==> src/rtl/mem_access_unit.sv <==
// Byte-addressed load/store front end for a synchronous word RAM, big-endian lanes.
// Define MAU_BYTE_ENABLE_EN to write sub-words with byte enables instead of read-modify-write.
module mem_access_unit #(
   parameter int ADDR_WORDS_LOG2 = 12
) (
   input  logic                       clk,
   input  logic                       rst,
   input  logic [31:0]                address,
   input  logic [1:0]                 write,
   input  logic [31:0]                wdata,
   output logic [31:0]                rdata,
   output logic                       done,
   output logic                       error,
   output logic [ADDR_WORDS_LOG2-1:0] ram_addr,
   output logic [31:0]                ram_wdata,
   output logic                       ram_we,
`ifdef MAU_BYTE_ENABLE_EN
   output logic [3:0]                 ram_be,
`endif
   input  logic [31:0]                ram_rdata
);

   localparam int RANGE_SHIFT = ADDR_WORDS_LOG2 + 2;

   typedef enum logic [2:0] {IDLE, RD, MERGE, WR, DONE, ERR} state_t;

   state_t                     state_r;
   state_t                     state_s;
   logic [ADDR_WORDS_LOG2-1:0] addr_r;
   logic [31:0]                data_r;
   logic [31:0]                rdata_r;
   logic                       done_r;
   logic                       error_r;
   logic                       we_r;
   logic                       oor_r;
   logic                       oor_s;
   logic                       misal_s;
   logic                       legal_s;
`ifdef MAU_BYTE_ENABLE_EN
   logic [3:0]                 be_r;
`else
   logic [1:0]                 size_r;
   logic [1:0]                 off_r;
`endif

   // Lane enables, bit 3 is byte offset 0 (bits 31:24).
   function automatic logic [3:0] lane_mask(input logic [1:0] size, input logic [1:0] off);
      logic [3:0] m;
      case (size)
         2'b01:   m = 4'b1000 >> off;
         2'b10:   m = 4'b1100 >> off;
         2'b11:   m = 4'b1111;
         default: m = 4'b0000;
      endcase
      return m;
   endfunction

   function automatic logic [31:0] lane_data(input logic [1:0] size, input logic [1:0] off,
                                             input logic [31:0] data);
      logic [31:0] d;
      case (size)
         2'b01:   d = {24'd0, data[7:0]} << {(2'd3 - off), 3'b000};
         2'b10:   d = {16'd0, data[15:0]} << {(2'd2 - off), 3'b000};
         2'b11:   d = data;
         default: d = 32'd0;
      endcase
      return d;
   endfunction

`ifndef MAU_BYTE_ENABLE_EN
   function automatic logic [31:0] merge_lanes(input logic [31:0] old, input logic [3:0] m,
                                               input logic [31:0] d);
      logic [31:0] r;
      for (int i = 0; i < 4; i++) begin
         r[8*i +: 8] = m[i] ? d[8*i +: 8] : old[8*i +: 8];
      end
      return r;
   endfunction
`endif

   // Request legality checks.
   always_comb begin
      oor_s   = (address >> RANGE_SHIFT) != 32'd0;
      misal_s = ((write == 2'b10) && address[0]) ||
                ((write == 2'b11) && (address[1:0] != 2'b00));
      legal_s = !oor_s && !misal_s;
   end

   // Next-state logic.
   always_comb begin
      state_s = state_r;
      case (state_r)
         IDLE: begin
            if (write == 2'b00) begin
               state_s = IDLE;
            end else if (!legal_s) begin
               state_s = ERR;
            end else if (write == 2'b11) begin
               state_s = WR;
            end else begin
`ifdef MAU_BYTE_ENABLE_EN
               state_s = WR;
`else
               state_s = RD;
`endif
            end
         end
         RD:    state_s = MERGE;
         MERGE: state_s = WR;
         WR:    state_s = DONE;
         DONE, ERR: begin
            if (write == 2'b00) begin
               state_s = IDLE;
            end else begin
               state_s = state_r;
            end
         end
         default: state_s = IDLE;
      endcase
   end

   // RAM address: live from the core while idle so reads see one-cycle RAM latency.
   always_comb begin
      if (state_r == IDLE) begin
         ram_addr = address[ADDR_WORDS_LOG2+1:2];
      end else begin
         ram_addr = addr_r;
      end
   end

   // State, captured request and registered outputs.
   always_ff @(posedge clk or negedge rst) begin
      if (!rst) begin
         state_r <= IDLE;
         addr_r  <= '0;
         data_r  <= 32'd0;
         rdata_r <= 32'd0;
         done_r  <= 1'b0;
         error_r <= 1'b0;
         we_r    <= 1'b0;
         oor_r   <= 1'b0;
`ifdef MAU_BYTE_ENABLE_EN
         be_r    <= 4'd0;
`else
         size_r  <= 2'd0;
         off_r   <= 2'd0;
`endif
      end else begin
         state_r <= state_s;
         done_r  <= (state_s == DONE) || (state_s == ERR);
         error_r <= (state_s == ERR);
         we_r    <= (state_s == WR);
         oor_r   <= (state_r == IDLE) ? oor_s : 1'b0;
         if (state_r == IDLE) begin
            rdata_r <= oor_r ? 32'd0 : ram_rdata;
         end else begin
            rdata_r <= rdata_r;
         end
         if ((state_r == IDLE) && (write != 2'b00) && legal_s) begin
            addr_r <= address[ADDR_WORDS_LOG2+1:2];
`ifdef MAU_BYTE_ENABLE_EN
            data_r <= lane_data(write, address[1:0], wdata);
            be_r   <= lane_mask(write, address[1:0]);
`else
            data_r <= wdata;
            size_r <= write;
            off_r  <= address[1:0];
`endif
         end else if (state_r == MERGE) begin
`ifndef MAU_BYTE_ENABLE_EN
            data_r <= merge_lanes(ram_rdata, lane_mask(size_r, off_r),
                                  lane_data(size_r, off_r, data_r));
`else
            data_r <= data_r;
`endif
         end else begin
            data_r <= data_r;
         end
      end
   end

   assign rdata     = rdata_r;
   assign done      = done_r;
   assign error     = error_r;
   assign ram_wdata = data_r;
   assign ram_we    = we_r;
`ifdef MAU_BYTE_ENABLE_EN
   assign ram_be    = be_r;
`endif

endmodule

==> config.mk <==
export PLATFORM = sky130hd
export DESIGN_NAME = mem_access_unit
export DESIGN_NICKNAME = d
export VERILOG_FILES = /design/src/rtl/mem_access_unit.sv
export SDC_FILE = /design/constraint.sdc
export NUM_CORES = 1
export LEC_CHECK = 0
export CORE_MARGIN = 3
export CORE_UTILIZATION = 45
export CTS_CLUSTER_SIZE = 12
export DETAILED_ROUTE_END_ITERATION = 10
export GPL_TIMING_DRIVEN = 0
export HOLD_SLACK_MARGIN = 0.08
export MAX_ROUTING_LAYER = met4
export PLACE_DENSITY = 0.82
export SYNTH_ARGS = -nofsm -noshare
export SYNTH_HDL_FRONTEND = slang
export SYNTH_SLANG_ARGS = --single-unit
==> constraint.sdc <==
create_clock -name clk -period 4 [get_ports clk]
set_input_delay 0.6 -clock clk [delete_from_list [all_inputs] [get_ports clk]]
set_output_delay 0.6 -clock clk [all_outputs]
set_load 0.05 [all_outputs]
-- Word-level counts from Yosys, hierarchy flattened
Index checks and enable logic that the tools add are counted.
- add/subtract/negate cells: 2
- eq/ne operators: 17
- shift-type cells: 4
- muxes and demuxes: 18
- reductions and logical operators: 20
- operator list (kind ; count):
    $mux W32 ; 3
    $pmux W32 S3 ; 1
    $mux W8 ; 4
    $reduce_bool A32 Y1 ; 1
    $shl A16 B5 Y32 ; 1
    $shl A8 B5 Y32 ; 1
    $pmux W3 S5 ; 1
    $eq A3 B3 Y1 const B ; 4
    $mux W12 ; 1
    $ne A3 B3 Y1 const B ; 4
    $pmux W4 S3 ; 1
    $eq A3 B2 Y1 const B ; 3
    $mux W3 ; 3
    $eq A2 B2 Y1 const B ; 4
    $mux W4 ; 2
    $reduce_and A2 Y1 ; 4
    $shr A4 B2 Y4 const A ; 2
    $reduce_bool A2 Y1 ; 3
    $logic_and A1 B1 Y1 ; 5
    $sub A2 B2 Y2 const A ; 2
    $eq A3 B1 Y1 const B ; 1
    $logic_not A3 Y1 ; 1
    $eq A2 B1 Y1 const B ; 1
    $logic_not A1 Y1 ; 2
    other kinds (5) ; 6
- register bits after elaboration: 87
- input bits: 100
- output and inout port bits: 79
- word-level logic and storage cells: 74

-- Longest topological paths before layout
- word-level depth: 10
- gate-level depth with buffers: 11
- mapped depth without buffers: 7

-- Least setup slack after synthesis
Ideal clock, no wire load.
- kind: register to register
- from: register off_r[0]
- to: register data_r[13] (netlist: ram_wdata[13])
- library setup time: 0.095 ns
- data arrival time: 2.820 ns
- required time: 3.905 ns
- path slack: 1.084 ns
- cell stages (with the launch flop): 12
- path buffers: 4
- clock period less this slack: 2.916 ns
- cell sequence: dfrtp_1 > clkbuf_1 > buf_1 > clkinv_1 > ha_1 > and2_1 > clkbuf_1 > clkbuf_1 > a221oi_1 > nor3b_1 > a211oi_1 > o31ai_1
- cells in the longest elaborated chain, start to end: 7
- ends and longest elaborated chain (element ; RTL line ; source):
    start: declaration ; 43 ; logic [1:0] off_r;
    start signal: assignment ; 167 ; off_r <= address[1:0];
    parallel branches: the longest is 7 deep, another holds $sub A2 B2 Y2 ; - ;
    end signal: assignment ; 165 ; data_r <= wdata;
    end signal: assignment ; 171 ; data_r <= merge_lanes(ram_rdata, lane_mask(size_r, off_r),
    end signal: assignment ; 177 ; data_r <= data_r;
    end: declaration ; 30 ; logic [31:0] data_r;
Parallel ways; which one is timed is not known. The select of a mux whose other input is x is not followed.
A chain may end at the register's enable or synchronous reset.

-- Worst setup path after layout
- from: register state_r[2]
- to: output ram_addr[7]
- cells in the longest elaborated chain, start to end: 2
- ends and longest elaborated chain (element ; RTL line ; source):
    start: declaration ; 27 ; state_t state_r;
    start signal: assignment ; 149 ; state_r <= state_s;
    $logic_not A3 Y1 ; 124 ; if (state_r == IDLE) begin
    $mux W12 ; 124 ;
    end: declaration ; 14 ; output logic [ADDR_WORDS_LOG2-1:0] ram_addr,
Every way passes these cells.

==> impl_results.md <==
- Post-synth ARST share: 1.000
- Hold WS: 199.2 ps
- Ys flop type: dfrtp_1
- Pleak: ~2.8 nW
- Drt initial violations: approximately 330
- Logic pwr share: 0.511
- Core area: 10000 um2
- Relative slew slack: 0.2962
- Post-Syn Area: around 4700 um2
- Vias: approximately 4,900
- Cells taking the most area after synthesis: dfrtp_1, nand2_1, nand3b_1, a21oi_1, a221o_1
- CTS buffer count: 9
- CTS root buffer: clkbuf_8
- Clk_lat worst skew: between 300 and 400 ps
- CP Cell Sequence: clkbuf_1 -> or3_1 -> clkbuf_1 -> clkbuf_1 -> nand2_1 -> nand2_1 -> clkdlybuf4s50_1
- Fill cells: 830
- Die Height: between 100 and 150 um
- Die W: between 100 and 150 um
- Port bufs: about 180
- Number of inserted diodes: 0
- Post-synthesis mux area share: 0.04560
- Initial Util: 0.4720
- Worst R2R Setup Slack: approximately 580 ps
- Worst path top cell family by delay: buffers and inverters
- Final ANT Viol Nets: 0
- CTS tree: yes
- Setup Skew: around 8.4 ps
- Status: finished, final reports clean
- Vias/cell: roughly 5.7
- CP max-delay cell: clkdlybuf4s50_1
- Simple-gate area share of the yosys netlist: 0.2428
- Syn Nets: around 640
- Post-CTS setup buffers: 0
- Slowest stage delay, CP: around 810 ps
- Clk buf depth: 2
- First-pass GRT wire length: 24.96 mm
- Fmax: around 270 MHz
- Count of flip-flops with a built-in enable after synthesis: 0
- Post-synthesis compound-gate area fraction: 0.1986
- Data arrival, critical path: approximately 3000 ps
- Switching Share: 0.4620
- Fin. Hold Viols: 0
- Row cnt: 36
- Pwr Total: around 3.5 mW
- Critical Path RT: 3400 ps
- Synth area leader: dfrtp_1
- Final Util: 0.6857
- Sequential cell area fraction in the yosys report: 0.4613
- Xor-xnor portion of the synthesized cell area: 0
- Synthesized-area fraction occupied by adder cells: 0.01326
- Routability-driven placement congestion ratio: slightly below 1
- Yosys reg bits: 87
- Largest family of logic cells by synthesized area: simple AND/OR/NAND/NOR gates
- Critical path type: flop to primary output
- Top cell type's share of synthesized area: 0.4613
- Share of layout cells above drive strength 1: 0.05502
- Gr ovfl total: 0
- Most common cell in the netlist: nand2_1
- Area grow syn2layout: 45.28%
- Final Critical Period: roughly 3600 ps
- I/O Pins: 179
- Clock Sinks: 87
- CP endpoint kind: primary output
- First drt pass iteration count: 5
- Initial antenna violation count: 0
- Buf+Inv Stages, Crit Path: 4
- Reg clk slew, reported paths: approximately 90 ps
- H-tree lvl count: 3
- Synth warn: 0
- Hold Path Class: primary input to asynchronous set/reset pin
- Flop pwr share: 0.331
- Final Cycle Share: 0.9110
- Cell variety after synth: between 40 and 50
- Post-synthesis cell count: about 530
- Post-Route WL: between 15 and 20 mm
- Slew Limit Fails: 0
- Tightest Pin Transition: approximately 1000 ps
- Clock network power share: 0.158
- Layout Nets: between 800 and 900
- Post-DP HPWL: between 10 and 15 mm
- Max-cap violations: 0
- P_int: ~1.9 mW
- Vias in the first global route: slightly below 5,000
- Synth cell count leaders: nand2_1, dfrtp_1, a21oi_1
- Full die area: 11,750 um2
- Largest net degree at the start of global routing: 52
- Setup violators final: 0
- P_sw: between 1.5 and 2 mW
- Worst-path maximum fanout: 10
- RSZ-0062 raised after global routing: false
- Avg WL per Cell: 18.22 um
- Setup crit start kind: flop
- Peak VDD IR: about 0.38 mV
- Avg Inst Size Synth: roughly 8.9 um2
- DRC Markers: 0
- GRT Overall Usage: 0.2787
- Power per cell area: between 500 and 600 nW/um2
- Cell with the most instances on the worst path: clkbuf_1
[cell type report]
type,count,area [um2],area share
Timing Repair Buffer,178,1797,0.2620
Clock inverter,7,48.80,0.007117
Inverter,8,30.03,0.004380
Sequential cell,87,2177,0.3175
Multi-Input combinational cell,399,2361,0.3443
Clock buffer,9,123.9,0.01807
Buffer,39,152.6,0.02226
Tap cell,133,166.4,0.02427
[flip-flops by register name (all words and copies together), names as in the netlist]
signal / flops
addr_r: 12
ram_wdata: 32
done: 1
ram_we: 1
rdata: 32
size_r: 2
off_r: 2
error: 1
oor_r: 1
state_r: 3
[layer usage]
metal	up-vias	routed length [um]	track usage
li1	2286	-	-
met1	2373	6573	0.3688
met2	244	7753	0.4585
met3	20	1118	0.03522
met4	0	226	0.06673
met5	-	0	-
[worst reg2reg max path, delay by kind of cell (launching register included)]
family / cells / cell delay, ps
and+or+nand+nor: 2 / 400
buffers and inverters: 5 / 1600
DFF: 1 / 330
adders and majority gates: 1 / 480
AOI/OAI and AO/OA: 3 / 530
[worst paths after layout]
path                             from             to  cells past startpoint
setup / recovery           state_r[2]    ram_addr[7]                      7
hold / removal                    rst           done                      1
setup reg to reg             off_r[0]  ram_wdata[14]                     11
hold reg to reg              rdata[4]       rdata[4]                      2
max in group asynchronous         rst  ram_wdata[24]                      2
min in group clk             rdata[4]       rdata[4]                      2
[cells in the final DEF, fill, tap and decap left out, types with 2 or more instances in the layout]
master | Yosys | final
o21ba_2 | 2 | 2
clkbuf_8 | 0 | 9
dfrtp_1 | 87 | 87
a21oi_1 | 38 | 38
nor2_1 | 14 | 14
inv_1 | 7 | 7
buf_2 | 4 | 4
a21o_1 | 3 | 3
a211oi_1 | 8 | 8
nor3b_1 | 10 | 10
ha_1 | 5 | 5
nor4_1 | 4 | 4
clkbuf_1 | 29 | 29
and2_1 | 2 | 2
o31ai_1 | 9 | 9
a221o_1 | 15 | 15
a221oi_1 | 16 | 16
o2bb2ai_1 | 8 | 8
nand2b_1 | 3 | 3
nand3_1 | 18 | 18
buf_1 | 6 | 5
nand2_1 | 149 | 149
clkdlybuf4s50_1 | 0 | 176
nand3b_1 | 34 | 34
clkinv_4 | 0 | 2
mux2_2 | 12 | 12
clkinv_2 | 0 | 3
o22ai_1 | 2 | 2
mux2i_1 | 8 | 8
o21ai_0 | 23 | 23
[logic make-up after synthesis]
kind of cell,count (synthesis)
AO/OA/AOI/OAI,133
adder cells (fa/ha/maj),5
buffers and inverters,47
flip-flops,87
multiplexers,20
AND/OR/NAND/NOR,241
[timing repair]
item	4_1_cts	5_1_grt
hold endpoints to repair	0	0
resized for setup	0	1
setup endpoints to repair	0	1
hold buffers	0	0
[power by group through the flow]
stage / combinational, mW / clock [mW] / sequential, mW
finish: 1.78 / 0.550 / 1.15
global route: 1.90 / 0.597 / 1.17
CTS: 1.79 / 0.559 / 1.15
detailed placement: 1.79 / 0 / 1.17
global placement: 1.75 / 0 / 1.17
floorplan: 0.589 / 0 / 1.69
[stage by stage]
stage | TNS, ps | cell area [um2] | instances | worst slack (ps)
floorplan | 0 | 4720 | 533 | 1084
global placement | -56670 | 6658 | 843 | -657.1
detailed placement | 0 | 6683 | 844 | 408.6
CTS | 0 | 6855 | 860 | 352.9
global route | 0 | 6857 | 860 | 154.6
finish | 0 | 6857 | 860 | 356.1
Power figures use the tool's default switching activity.
